--- config.mk ---
export PLATFORM = sky130hd
export DESIGN_NAME = gen1_scramble_ctrl
export DESIGN_NICKNAME = d
export VERILOG_FILES = /design/src/rtl/gen1_scr_pkg.sv /design/src/rtl/gen1_os_classifier.sv /design/src/rtl/gen1_scramble_ctrl.sv
export SDC_FILE = /design/constraint.sdc
export NUM_CORES = 1
export LEC_CHECK = 0
export CAP_MARGIN = 10
export CORE_MARGIN = 2
export CORE_UTILIZATION = 54
export DETAILED_ROUTE_END_ITERATION = 10
export PLACE_DENSITY = 0.87
export SETUP_SLACK_MARGIN = 0.4
export SLEW_MARGIN = 25
export SYNTH_ARGS = -nofsm -noshare
export SYNTH_HDL_FRONTEND = slang
export SYNTH_SLANG_ARGS = --single-unit
export TNS_END_PERCENT = 20
--- constraint.sdc ---
create_clock -name clk_i -period 7.5 [get_ports clk_i]
set_input_delay 0.75 -clock clk_i [delete_from_list [all_inputs] [get_ports clk_i]]
set_output_delay 0.75 -clock clk_i [all_outputs]
set_load 0.05 [all_outputs]
--- src/rtl/gen1_scr_pkg.sv ---
// Shared constants and types for the Gen1 scrambler control path: K-codes,
// beat length encodings and the ordered-set tracking context.
package gen1_scr_pkg;

  localparam int LANES  = 4;
  localparam int TS_LEN = 16;

  localparam logic [7:0] K_COM = 8'hBC;
  localparam logic [7:0] K_SKP = 8'h1C;
  localparam logic [7:0] K_FTS = 8'h3C;
  localparam logic [7:0] K_IDL = 8'h7C;

  localparam logic [1:0] LEN_ONE  = 2'b00;
  localparam logic [1:0] LEN_TWO  = 2'b01;
  localparam logic [1:0] LEN_FOUR = 2'b10;

  typedef enum logic [1:0] {
    NONE,
    PEND,
    TS,
    SKP
  } osState_e;

  // cnt is the index of the next TS symbol while in TS.
  typedef struct packed {
    osState_e   state;
    logic [3:0] cnt;
  } osCtx_t;

  // The illegal length enables no lanes, so state passes through untouched.
  function automatic logic [LANES-1:0] laneEnable(input logic [1:0] len);
    case (len)
      LEN_ONE:  laneEnable = 4'b0001;
      LEN_TWO:  laneEnable = 4'b0011;
      LEN_FOUR: laneEnable = 4'b1111;
      default:  laneEnable = 4'b0000;
    endcase
  endfunction

endpackage

--- src/rtl/gen1_os_classifier.sv ---
// Per-symbol ordered-set classifier: given the context left by the previous
// lane, produces this lane's mask bits and the context for the next lane.
module gen1_os_classifier
  import gen1_scr_pkg::*;
(
  input  logic       en_i,
  input  osCtx_t     ctx_i,
  input  logic [7:0] sym_i,
  input  logic       k_i,
  output osCtx_t     ctx_o,
  output logic       ts_o,
  output logic       rst_o,
  output logic       hold_o
);

  logic isCom;
  logic isSkp;
  logic isFtsIdl;

  assign isCom    = k_i && (sym_i == K_COM);
  assign isSkp    = k_i && (sym_i == K_SKP);
  assign isFtsIdl = k_i && ((sym_i == K_FTS) || (sym_i == K_IDL));

  // COM wins in every state, which also aborts a TS body in progress.
  always_comb begin
    ctx_o  = ctx_i;
    ts_o   = 1'b0;
    rst_o  = 1'b0;
    hold_o = 1'b0;
    if (en_i) begin
      if (isCom) begin
        rst_o       = 1'b1;
        ctx_o.state = PEND;
        ctx_o.cnt   = 4'd0;
      end else begin
        case (ctx_i.state)
          PEND: begin
            if (isSkp) begin
              hold_o      = 1'b1;
              ctx_o.state = SKP;
            end else if (isFtsIdl) begin
              ctx_o.state = NONE;
            end else begin
              ts_o        = 1'b1;
              ctx_o.state = TS;
              ctx_o.cnt   = 4'd2;
            end
          end
          TS: begin
            ts_o = 1'b1;
            if (ctx_i.cnt == 4'(TS_LEN - 1)) begin
              ctx_o.state = NONE;
              ctx_o.cnt   = 4'd0;
            end else begin
              ctx_o.cnt = ctx_i.cnt + 4'd1;
            end
          end
          SKP: begin
            if (isSkp) begin
              hold_o = 1'b1;
            end else begin
              ctx_o.state = NONE;
            end
          end
          default: begin
            ctx_o.state = NONE;
          end
        endcase
      end
    end
  end

endmodule

--- src/rtl/gen1_scramble_ctrl.sv ---
// Gen1 scrambler control sequencer: chains four lane classifiers across a
// beat and registers the beat plus its lane masks behind valid/ready.
module gen1_scramble_ctrl
  import gen1_scr_pkg::*;
(
  input  logic        clk_i,
  input  logic        rst_i,
  input  logic        in_valid_i,
  output logic        in_ready_o,
  input  logic [31:0] in_data_i,
  input  logic [3:0]  in_datak_i,
  input  logic [1:0]  in_len_i,
  input  logic        scr_disable_i,
  output logic        out_valid_o,
  input  logic        out_ready_i,
  output logic [31:0] out_data_o,
  output logic [3:0]  out_datak_o,
  output logic [1:0]  out_len_o,
  output logic        out_scr_en_o,
  output logic [3:0]  out_ts_mask_o,
  output logic [3:0]  out_lfsr_rst_mask_o,
  output logic [3:0]  out_lfsr_hold_mask_o,
  output logic        err_o
);

  osCtx_t           ctx_q, ctx_d;
  osCtx_t           laneCtx [LANES+1];
  logic [LANES-1:0] laneEn;
  logic [LANES-1:0] tsBits, rstBits, holdBits;
  logic             accept;
  logic             outValid_q, outValid_d;
  logic [31:0]      outData_q;
  logic [3:0]       outDatak_q;
  logic [1:0]       outLen_q;
  logic             outScrEn_q;
  logic [3:0]       outTs_q, outRst_q, outHold_q;
  logic             err_q, err_d;

  assign in_ready_o = !outValid_q || out_ready_i;
  assign accept     = in_valid_i && in_ready_o;
  assign laneEn     = laneEnable(in_len_i);
  assign laneCtx[0] = ctx_q;

  for (genvar g = 0; g < LANES; g++) begin : gLane
    gen1_os_classifier uClassifier (
      .en_i   (laneEn[g]),
      .ctx_i  (laneCtx[g]),
      .sym_i  (in_data_i[8*g +: 8]),
      .k_i    (in_datak_i[g]),
      .ctx_o  (laneCtx[g+1]),
      .ts_o   (tsBits[g]),
      .rst_o  (rstBits[g]),
      .hold_o (holdBits[g])
    );
  end

  always_comb begin
    ctx_d      = ctx_q;
    outValid_d = outValid_q;
    err_d      = accept && (in_len_i == 2'b11);
    if (accept) begin
      ctx_d      = laneCtx[LANES];
      outValid_d = 1'b1;
    end else if (out_ready_i) begin
      outValid_d = 1'b0;
    end
  end

  // Payload only loads on acceptance so a stalled beat stays stable.
  always_ff @(posedge clk_i or posedge rst_i) begin
    if (rst_i) begin
      ctx_q      <= '{state: NONE, cnt: 4'd0};
      outValid_q <= 1'b0;
      err_q      <= 1'b0;
      outData_q  <= '0;
      outDatak_q <= '0;
      outLen_q   <= '0;
      outScrEn_q <= 1'b0;
      outTs_q    <= '0;
      outRst_q   <= '0;
      outHold_q  <= '0;
    end else begin
      ctx_q      <= ctx_d;
      outValid_q <= outValid_d;
      err_q      <= err_d;
      if (accept) begin
        outData_q  <= in_data_i;
        outDatak_q <= in_datak_i;
        outLen_q   <= in_len_i;
        outScrEn_q <= !scr_disable_i;
        outTs_q    <= tsBits;
        outRst_q   <= rstBits;
        outHold_q  <= holdBits;
      end
    end
  end

  always_comb begin
    out_valid_o          = outValid_q;
    out_data_o           = outData_q;
    out_datak_o          = outDatak_q;
    out_len_o            = outLen_q;
    out_scr_en_o         = outScrEn_q;
    out_ts_mask_o        = outTs_q;
    out_lfsr_rst_mask_o  = outRst_q;
    out_lfsr_hold_mask_o = outHold_q;
    err_o                = err_q;
  end

endmodule

=== Yosys cells after proc, flatten, opt, wreduce, memory -nomap -nowiden ===
Index checks and enable logic that the tools add are counted.
Widths: inputs -> output; s select.

* Register bits after elaboration: 59
* Latch bits: 0
* Memory bits (writable): 0
* Bits in read-only memories: 0
* Bits of input ports: 43
* Output and inout bits: 54
* Word-level logic and storage cells: 168
* Memories kept: 0

* Add/sub/neg operators: 4
* Multiply operators: 0
* Divide/modulo/power cells: 0
* Magnitude comparators: 0
* Equal/unequal tests: 35
* Shift operators: 0
* Muxes and demuxes: 91
* Bitwise gates (word level): 0
* Reductions and logical operators: 27

{| class="wikitable"
|+ Operators with widths
! kind !! count
|-
| $mux 4 || 12
|-
| $mux 6 || 8
|-
| $mux 1 || 42
|-
| $eq 8x5->1 const B || 4
|-
| $eq 8x6->1 const B || 4
|-
| $eq 8x7->1 const B || 4
|-
| $eq 8x8->1 const B || 4
|-
| $mux 2 || 16
|-
| $pmux 4 s2 || 4
|-
| $pmux 2 s3 || 4
|-
| $eq 2x2->1 const B || 10
|-
| $add 4x1->4 const B || 4
|-
| $eq 4x4->1 const B || 4
|-
| $logic_and 1x1->1 || 14
|-
| $pmux 4 s3 || 1
|-
| $eq 2x1->1 const B || 5
|-
| $pmux 1 s2 || 4
|-
| $reduce_or 2->1 || 4
|-
| $logic_or 1x1->1 || 5
|-
| $logic_not 1->1 || 2
|-
| $logic_not 2->1 || 1
|-
| $reduce_bool 2->1 || 1
|}

=== Depth between registers and ports, before layout ===
Gate-level depths: netlist (run 1).

* Depth in word-level cells: 23
* Gate-level depth with buffers: 26
* Gate-level depth less buffers: 26

=== Modules after synthesis ===
A second synthesis (run 1) with hierarchy kept.

* Cell total of the unflattened synthesis: 387
* Area, all modules: 4033.9 um2

{| class="wikitable"
|+ By module, submodules not included
! module !! times used !! cells an instance !! area each (um2) !! sequential area each (um2)
|-
| gen1_scramble_ctrl || 1 || 133 || 2314.7 || 1476.4
|-
| gen1_os_classifier (gLane[0].uClassifier ...) || 3 || 63 || 434.2 || 0.0
|-
| gen1_os_classifier (gLane[3].uClassifier) || 1 || 65 || 416.6 || 0.0
|}

=== Worst setup path after synthesis (run 1) ===
No wires, ideal clock.

* Path type: input to register
* Start point: input in_data_i[6]
* End point: register ctx_q[2] (netlist name)
* Library setup time: 0.125 ns
* Data arrival time: 4.810 ns
* Data required time: 7.375 ns
* Slack: 2.565 ns
* Cell stages on the path: 20
* Path buffers: 1
* Cells stage by stage: clkbuf_1 > or4_4 > a21oi_1 > o22ai_1 > ha_1 > nor2b_1 > nand2_1 > a311oi_2 > o21a_1 > ha_1 > nand2_1 > o21bai_1 > a221o_1 > and3_1 > ha_1 > a21oi_1 > o21ai_0 > a21oi_1 > o21ai_0 > mux2_2

* Longest elaborated chain between the ends: 23
* Elaborated cells on any way between the ends: 55
* Those cells by class: add/sub: 3; eq/ne: 15; mux: 33; reduce/logical: 4

{| class="wikitable"
|+ Ends and longest elaborated chain
! element !! line !! RTL
|-
| start, declared || gen1_scramble_ctrl.sv:10 || <nowiki>input logic [31:0] in_data_i,</nowiki>
|-
| $eq 8x6->1 / $eq 8x7->1 (equally long branches) || gen1_os_classifier.sv:22 || <nowiki>assign isFtsIdl = k_i && ((sym_i == K_FTS) || (sym_i == K_IDL));</nowiki>
|-
| $logic_or 1x1->1 || gen1_os_classifier.sv:22 ||
|-
| $logic_and 1x1->1 || gen1_os_classifier.sv:22 ||
|-
| $mux 4 || gen1_os_classifier.sv:41 || <nowiki>end else if (isFtsIdl) begin</nowiki>
|-
| $mux 4 || gen1_os_classifier.sv:38 || <nowiki>if (isSkp) begin</nowiki>
|-
| $pmux 4 s2 || gen1_os_classifier.sv:36 || <nowiki>case (ctx_i.state)</nowiki>
|-
| $mux 6 (*) || gen1_os_classifier.sv:31 || <nowiki>if (isCom) begin</nowiki>
|-
| $mux 6 (*) || gen1_os_classifier.sv:30 || <nowiki>if (en_i) begin</nowiki>
|-
| [... 7 more ...] || -- ||
|-
| $pmux 4 s2 || gen1_os_classifier.sv:36 ||
|-
| $mux 6 || gen1_os_classifier.sv:31 ||
|-
| $mux 6 (*) || gen1_os_classifier.sv:30 ||
|-
| $add 4x1->4, or another cell as far along || gen1_os_classifier.sv:55 || <nowiki>ctx_o.cnt = ctx_i.cnt + 4'd1;</nowiki>
|-
| $mux 4, on equally long branches || gen1_os_classifier.sv:51, gen1_os_classifier.sv:38 ||
|-
| $pmux 4 s2 || gen1_os_classifier.sv:36 ||
|-
| $mux 6 || gen1_os_classifier.sv:31 ||
|-
| $mux 6 (*) || gen1_os_classifier.sv:30 ||
|-
| end signal, assigned || gen1_scramble_ctrl.sv:72 || <nowiki>ctx_q <= '{state: NONE, cnt: 4'd0};</nowiki>
|-
| end signal, assigned || gen1_scramble_ctrl.sv:83 || <nowiki>ctx_q <= ctx_d;</nowiki>
|-
| end, declared || gen1_scramble_ctrl.sv:26 || <nowiki>osCtx_t ctx_q, ctx_d;</nowiki>
|}

Mark *: on every way between the ends. The rest lies on a longest branch, timed or not.
A chain may end at the register's enable or synchronous reset.

=== Final worst setup path (run 1) ===
* Start point: input in_data_i[1]
* End point: register ctx_q[2] (netlist name)

The elaborated chain is that of the path after synthesis.

==> flow_metrics.env, run 1 <==
export IMPL_cts_resized_gates=0
export IMPL_routed_via_density=5.741
export IMPL_power_mw=1.140
export IMPL_synth_top_area_cell="dfrtp_1"
export IMPL_cp_end_kind="flop"
export IMPL_slew_headroom_pct=37.57
export IMPL_numPortBuffers=96
export IMPL_dieArea_mm2=0.007699
export IMPL_wire_per_inst_um=16.41
export IMPL_core_area_mm2=0.006794
export IMPL_io_pins=97
export IMPL_areaGrowthSynthToFinish_pct=32.64
export IMPL_syn_inst=407
export IMPL_ys_ff_latch=59
export IMPL_max_clock_path_buffers=2
export IMPL_nets=568
export IMPL_critPathArrivalTime_ns=6.23
export IMPL_cp_slowest_stage_delay_ns=0.60
export IMPL_worstPathRequired_ns=7.72
export IMPL_multi_input_area_mm2=0.002152
export IMPL_netlist_area_mm2=0.003787
export IMPL_drt_wl_total_mm=9.876
export IMPL_numCtsBuffers=9
export IMPL_fillCellCount=505
export IMPL_path_max_fanout=7
export IMPL_min_period_over_period_pct=80.12
export IMPL_place_congestion=0.9350
export IMPL_synth_edf_count=0
export IMPL_cts_root_buf="clkbuf_8"
export IMPL_synth_cell_types=55
export IMPL_dr_pass1_iters=5
export IMPL_synth_top_area_share_pct=38.98
export IMPL_hpwl_mm=7.442
export IMPL_skew_ns=0.01081
export IMPL_grt_pass1_wl_mm=16.22
export IMPL_ys_seq_area_share_pct=38.98
export IMPL_leakagePower_nw=2.065
export IMPL_grt_pass1_vias=3353
export IMPL_drtIter0Drc=195
export IMPL_path_clk_slew_ns=0.07
export IMPL_path_cells="clkdlybuf4s50_1, nand4bb_4, nor4_1, a41oi_1, o21ai_0, ha_1, nor3b_1, a31oi_1, o211ai_1, a22oi_1, ha_1, nand2_1, o21bai_1, a221o_1, and3_1, ha_1, a21oi_1, o21ai_0, a21oi_1, o21ai_0, mux2_2"
export IMPL_synth_ff_type="dfrtp_1"
export IMPL_postCtsHoldBufs=0
export IMPL_p_per_area_mw_per_mm2=226.9
export IMPL_ys_warn_count=0
export IMPL_period_minus_slack_ns=6.009
export IMPL_worst_setup_path_start_kind="input port"
export IMPL_hold_path_class="reg -> reg"
export IMPL_cpMaxStageDelayCell="o21ai_0"
export IMPL_ant_nets=0
export IMPL_fp_dieH_um=87.75
export IMPL_antenna_cells=0
export IMPL_insertion_delay_ns=0.34
export IMPL_crit_type="in -> reg"
export IMPL_dr_total_vias=3456
export IMPL_die_w_um=87.75
export IMPL_maxCapViolations=0
export IMPL_layout_common_cells="96 x clkdlybuf4s50_1, 59 x dfrtp_1, 47 x nand2_1, 36 x mux2_2, 29 x o21ai_0"
export IMPL_holdWs_ns=0.4879
export IMPL_start_util_pct=55.75
export IMPL_cts_setup_buffers=0
export IMPL_cts_tree="done"
export IMPL_path_delay_family="compound AO/OA/AOI/OAI gates"
export IMPL_h_tree_depth=3
export IMPL_irDropWorstVdd_v=0.0001448
export IMPL_worst_pin_slew_ns=0.9238
export IMPL_rows=30
export IMPL_async_flop_share_pct=100.0
export IMPL_fmax_mhz=166.4
export IMPL_antenna_found_initial=0
export IMPL_maxSlewViolCount=0
export IMPL_fin_setup_tns_ns=0
export IMPL_layout_drive_gt1_share_pct=12.85
export IMPL_avgSynthCellArea_um2=9.306
export IMPL_grt_max_degree=60
export IMPL_track_usage_pct=27.09
export IMPL_crit_buf_inv=1
export IMPL_final_common_cell="clkdlybuf4s50_1"
export IMPL_cts_sinks=59
export IMPL_finalSetupViolCount=0
export IMPL_hold_violations=0
export IMPL_grt_remaining_overflow=0
export IMPL_synth_nets=473
export IMPL_drcViolationCount=0
export IMPL_rsz0062_at_grt="no"
export IMPL_seq_area_mm2=0.001476
export IMPL_synth_area_top_cells="dfrtp_1 39%, mux2_2 11%, ha_1 7.6%"
export IMPL_outcome="finished clean"
## registers in the layout (all words and copies together) (netlist names)
register and count:
out_valid_o 1, out_data_o 32, out_lfsr_rst_mask_o 4, out_datak_o 4, err_o 1, out_ts_mask_o 4
ctx_q 6, out_len_o 2, out_scr_en_o 1, out_lfsr_hold_mask_o 4
## routing by layer
metal	routed length (um)	vias to the layer above	global-route usage [%]
met5	0	-	0
met4	160	0	9.790
met3	713	17	6.503
met2	4629	123	43.11
met1	4372	1632	36.12
li1	-	1684	-
## cells by family (layout without fill, tap and decap cells)
family	count (synthesis)	after routing	share of synthesized area, %
multiplexers	39	39	11.63
adder cells (fa/ha/maj)	23	23	7.598
flip-flops	59	59	38.98
AO/OA/AOI/OAI	100	100	17.48
AND/OR/NAND/NOR	143	143	20.05
buffers and inverters	43	142	4.262
## per-stage QoR
step	setup slack (ns)	utilization, %	std cells	instance area [um^2]
2_1_floorplan	2.565	-	407	3787
3_3_place_gp	1.675	71.14	587	4833
3_5_place_dp	1.293	71.14	587	4833
4_1_cts	1.623	73.94	602	5024
5_1_grt	1.061	73.94	602	5024
6_report	1.491	73.94	602	5024
## where the power goes
part / total (mW) / internal, mW / leakage (nW) / switching (mW)
sequential: 0.394 / 0.360 / 0.730 / 0.0341
combinational: 0.456 / 0.173 / 1.25 / 0.283
clock: 0.290 / 0.152 / 0.0877 / 0.138
## path summary, 6_finish.rpt
kind | cells after the start | from | slack [ns] | to
max | 21 | in_data_i[1] | 1.49 | ctx_q[2]
min | 2 | out_data_o[29] | 0.49 | out_data_o[29]
max reg2reg | 22 | ctx_q[4] | 2.14 | ctx_q[2]
min reg2reg | 2 | out_data_o[29] | 0.49 | out_data_o[29]
max in group asynchronous | 3 | rst_i | 6.06 | ctx_q[1]
min in group asynchronous | 3 | rst_i | 0.95 | out_data_o[23]
## area by class of cell
cell class,count,share of cell area (%)
Timing Repair Buffer,98,19.43
Inverter,29,2.167
Clock buffer,9,2.466
Tap cell,96,2.391
Clock inverter,6,1.320
Sequential cell,59,29.39
Multi-Input combinational cell,305,42.84
## synth_stat cells (8+ instances only)
| master | count |
|---|---|
| o21ai_0 | 29 |
| nand3_1 | 11 |
| dfrtp_1 | 59 |
| inv_1 | 29 |
| ha_1 | 23 |
| a31oi_1 | 8 |
| nor3_1 | 8 |
| clkbuf_1 | 9 |
| nand2b_1 | 8 |
| nor2_1 | 23 |
| nand2_1 | 48 |
| mux2_2 | 36 |
| a21oi_1 | 18 |
## worst min-delay path: cells and delay by family (launching register included)
kind	cells	cell delay (ns)
flip-flops	1	0.35
AND/OR/NAND/NOR	1	0.05
AO/OA/AOI/OAI	1	0.06
Note: power is estimated with default switching activity, not from simulation.
==> run 2, diff against run 1 <==
CORE_UTILIZATION = 50   (was 54)
PLACE_DENSITY = 0.81   (was 0.87)
clock period = 6.3 ns   (was 7.5 ns; I/O delays follow)
==> run 2 against run 1 <==
Setup slack worse by 0.71 ns. Largest cell class unchanged. Register-to-register slack worse by 0.97 ns. Critical path type unchanged. Final cell count grew 0.83%. Highest routed layer unchanged.
==> flow_metrics.env, run 2 (synthesis results as in run 1) <==
export IMPL_r2r_cells=22
export IMPL_leakagePower_nw=2.061
export IMPL_finalSetupViolCount=0
export IMPL_irDropWorstVdd_v=0.0001989
export IMPL_fin_area_mm2=0.005024
export IMPL_dr_total_vias=3487
export IMPL_die_w_um=91.04
export IMPL_skew_ns=0.005204
export IMPL_slew_headroom_pct=57.44
export IMPL_hold_path_class="reg -> reg"
export IMPL_fin_setup_tns_ns=0
export IMPL_nets=569
export IMPL_maxSlewViolCount=0
export IMPL_layout_common_cells="96 x clkdlybuf4s50_1, 59 x dfrtp_1, 47 x nand2_1, 36 x mux2_2"
export IMPL_outcome="finished clean"
export IMPL_dieArea_mm2=0.008287
export IMPL_numPortBuffers=96
export IMPL_cts_setup_buffers=0
export IMPL_min_period_over_period_pct=87.63
export IMPL_rows=31
export IMPL_antenna_cells=0
export IMPL_grt_remaining_overflow=0
export IMPL_grt_max_degree=60
export IMPL_io_pins=97
export IMPL_min_path_cells=2
export IMPL_worstPathRequired_ns=6.53
export IMPL_critPathArrivalTime_ns=5.75
export IMPL_max_clock_path_buffers=2
export IMPL_dr_pass1_iters=7
export IMPL_largest_register_ffs=32
export IMPL_drtIter0Drc=177
export IMPL_cts_sinks=59
export IMPL_core_area_mm2=0.007292
export IMPL_h_tree_depth=3
export IMPL_path_max_fanout=7
export IMPL_routed_via_density=5.745
export IMPL_hold_violations=0
export IMPL_layout_drive_gt1_share_pct=13.39
export IMPL_hpwl_mm=7.434
export IMPL_start_util_pct=51.94
export IMPL_grt_pass1_vias=3317
export IMPL_worst_setup_path_start_kind="input port"
export IMPL_maxCapViolations=0
export IMPL_cts_root_buf="clkbuf_8"
export IMPL_drt_wl_total_mm=9.771
export IMPL_areaGrowthSynthToFinish_pct=32.64
export IMPL_cp_end_kind="flop"
export IMPL_crit_type="in -> reg"
export IMPL_wire_per_inst_um=16.10
export IMPL_placed_area_mm2=0.004845
export IMPL_worst_pin_slew_ns=0.6385
export IMPL_place_congestion=0.9088
export IMPL_rsz0062_at_grt="no"
export IMPL_fp_dieH_um=91.04
export IMPL_ant_nets=0
export IMPL_track_usage_pct=24.09
export IMPL_antenna_found_initial=0
export IMPL_period_minus_slack_ns=5.521
export IMPL_drcViolationCount=0
export IMPL_grt_pass1_wl_mm=16.19
export IMPL_path_clk_slew_ns=0.07
export IMPL_insertion_delay_ns=0.34
export IMPL_cts_tree="done"
export IMPL_p_per_area_mw_per_mm2=262.5
export IMPL_final_common_cell="clkdlybuf4s50_1"
export IMPL_fmax_mhz=181.1
export IMPL_numCtsBuffers=9
==> run 2: power by group <==
group / total (mW) / internal [mW] / switching [mW]
Clock: 0.308 / 0.143 / 0.166
Combinational: 0.544 / 0.207 / 0.336
Sequential: 0.467 / 0.428 / 0.0386
==> run 2: final cells by class <==
| type | count | area, um^2 |
|---|---|---|
| Tap cell | 99 | 123.9 |
| Fill cell | 623 | 2268 |
| Clock inverter | 6 | 41.29 |
| Sequential cell | 59 | 1476 |
| Inverter | 29 | 108.9 |
| Timing Repair Buffer | 99 | 983.4 |
| Multi-Input combinational cell | 305 | 2162 |
| Clock buffer | 10 | 127.6 |
==> run 2: metrics by stage <==
| step | worst slack [ns] | util [%] | hold slack, ns | power, mW | cells |
|---|---|---|---|---|---|
| CTS | 0.6507 | 68.75 | 0.4890 | 1.321 | 607 |
| global route | 0.4306 | 68.89 | 0.5037 | 1.387 | 607 |
| global placement | 0.5228 | 66.44 | 0.4644 | 1.005 | 591 |
| detailed placement | 0.3156 | 66.44 | 0.4655 | 1.014 | 591 |
| floorplan | 1.485 | - | 0.5402 | 0.8329 | 407 |
| finish | 0.7790 | 68.89 | 0.4836 | 1.319 | 607 |
==> run 2: final timing paths <==
kind                                  start          endpoint  slack (ns)
setup / recovery               in_data_i[1]          ctx_q[2]        0.78
hold / removal             out_ts_mask_o[1]  out_ts_mask_o[1]        0.48
max in group asynchronous             rst_i          ctx_q[4]        4.79
setup reg to reg                   ctx_q[4]          ctx_q[2]        1.17
min in group asynchronous             rst_i    out_data_o[10]        0.67
hold reg to reg            out_ts_mask_o[1]  out_ts_mask_o[1]        0.48
==> run 2: routing by layer <==
layer  wire, um  vias up  GRT usage, %
met3        637       13         5.726
met4        131        0         8.081
li1           -     1679             -
met5          0        -             0
met2       4529      117         38.02
met1       4473     1678         32.61
==> run 2: critical path, cell delays in order <==
cell and delay [ns]:
clkdlybuf4s50_1 0.46, nand4bb_4 0.27, or4_4 0.53, a21oi_1 0.16, o22ai_1 0.20, ha_1 0.41
nor2b_1 0.27, nand2_1 0.11, a311oi_2 0.22, o21a_1 0.25, ha_1 0.23, nand2_1 0.08
o21bai_1 0.19, a221o_1 0.32, and3_1 0.18, ha_1 0.38, a21oi_2 0.21, o21ai_0 0.12
a21oi_1 0.15, o21ai_0 0.08, mux2_2 0.27
==> run 2: what timing repair did <==
action / in CTS / in global routing
setup endpoints to repair: 0 / 5
hold buffers: 0 / 0
resized for setup: 0 / 3
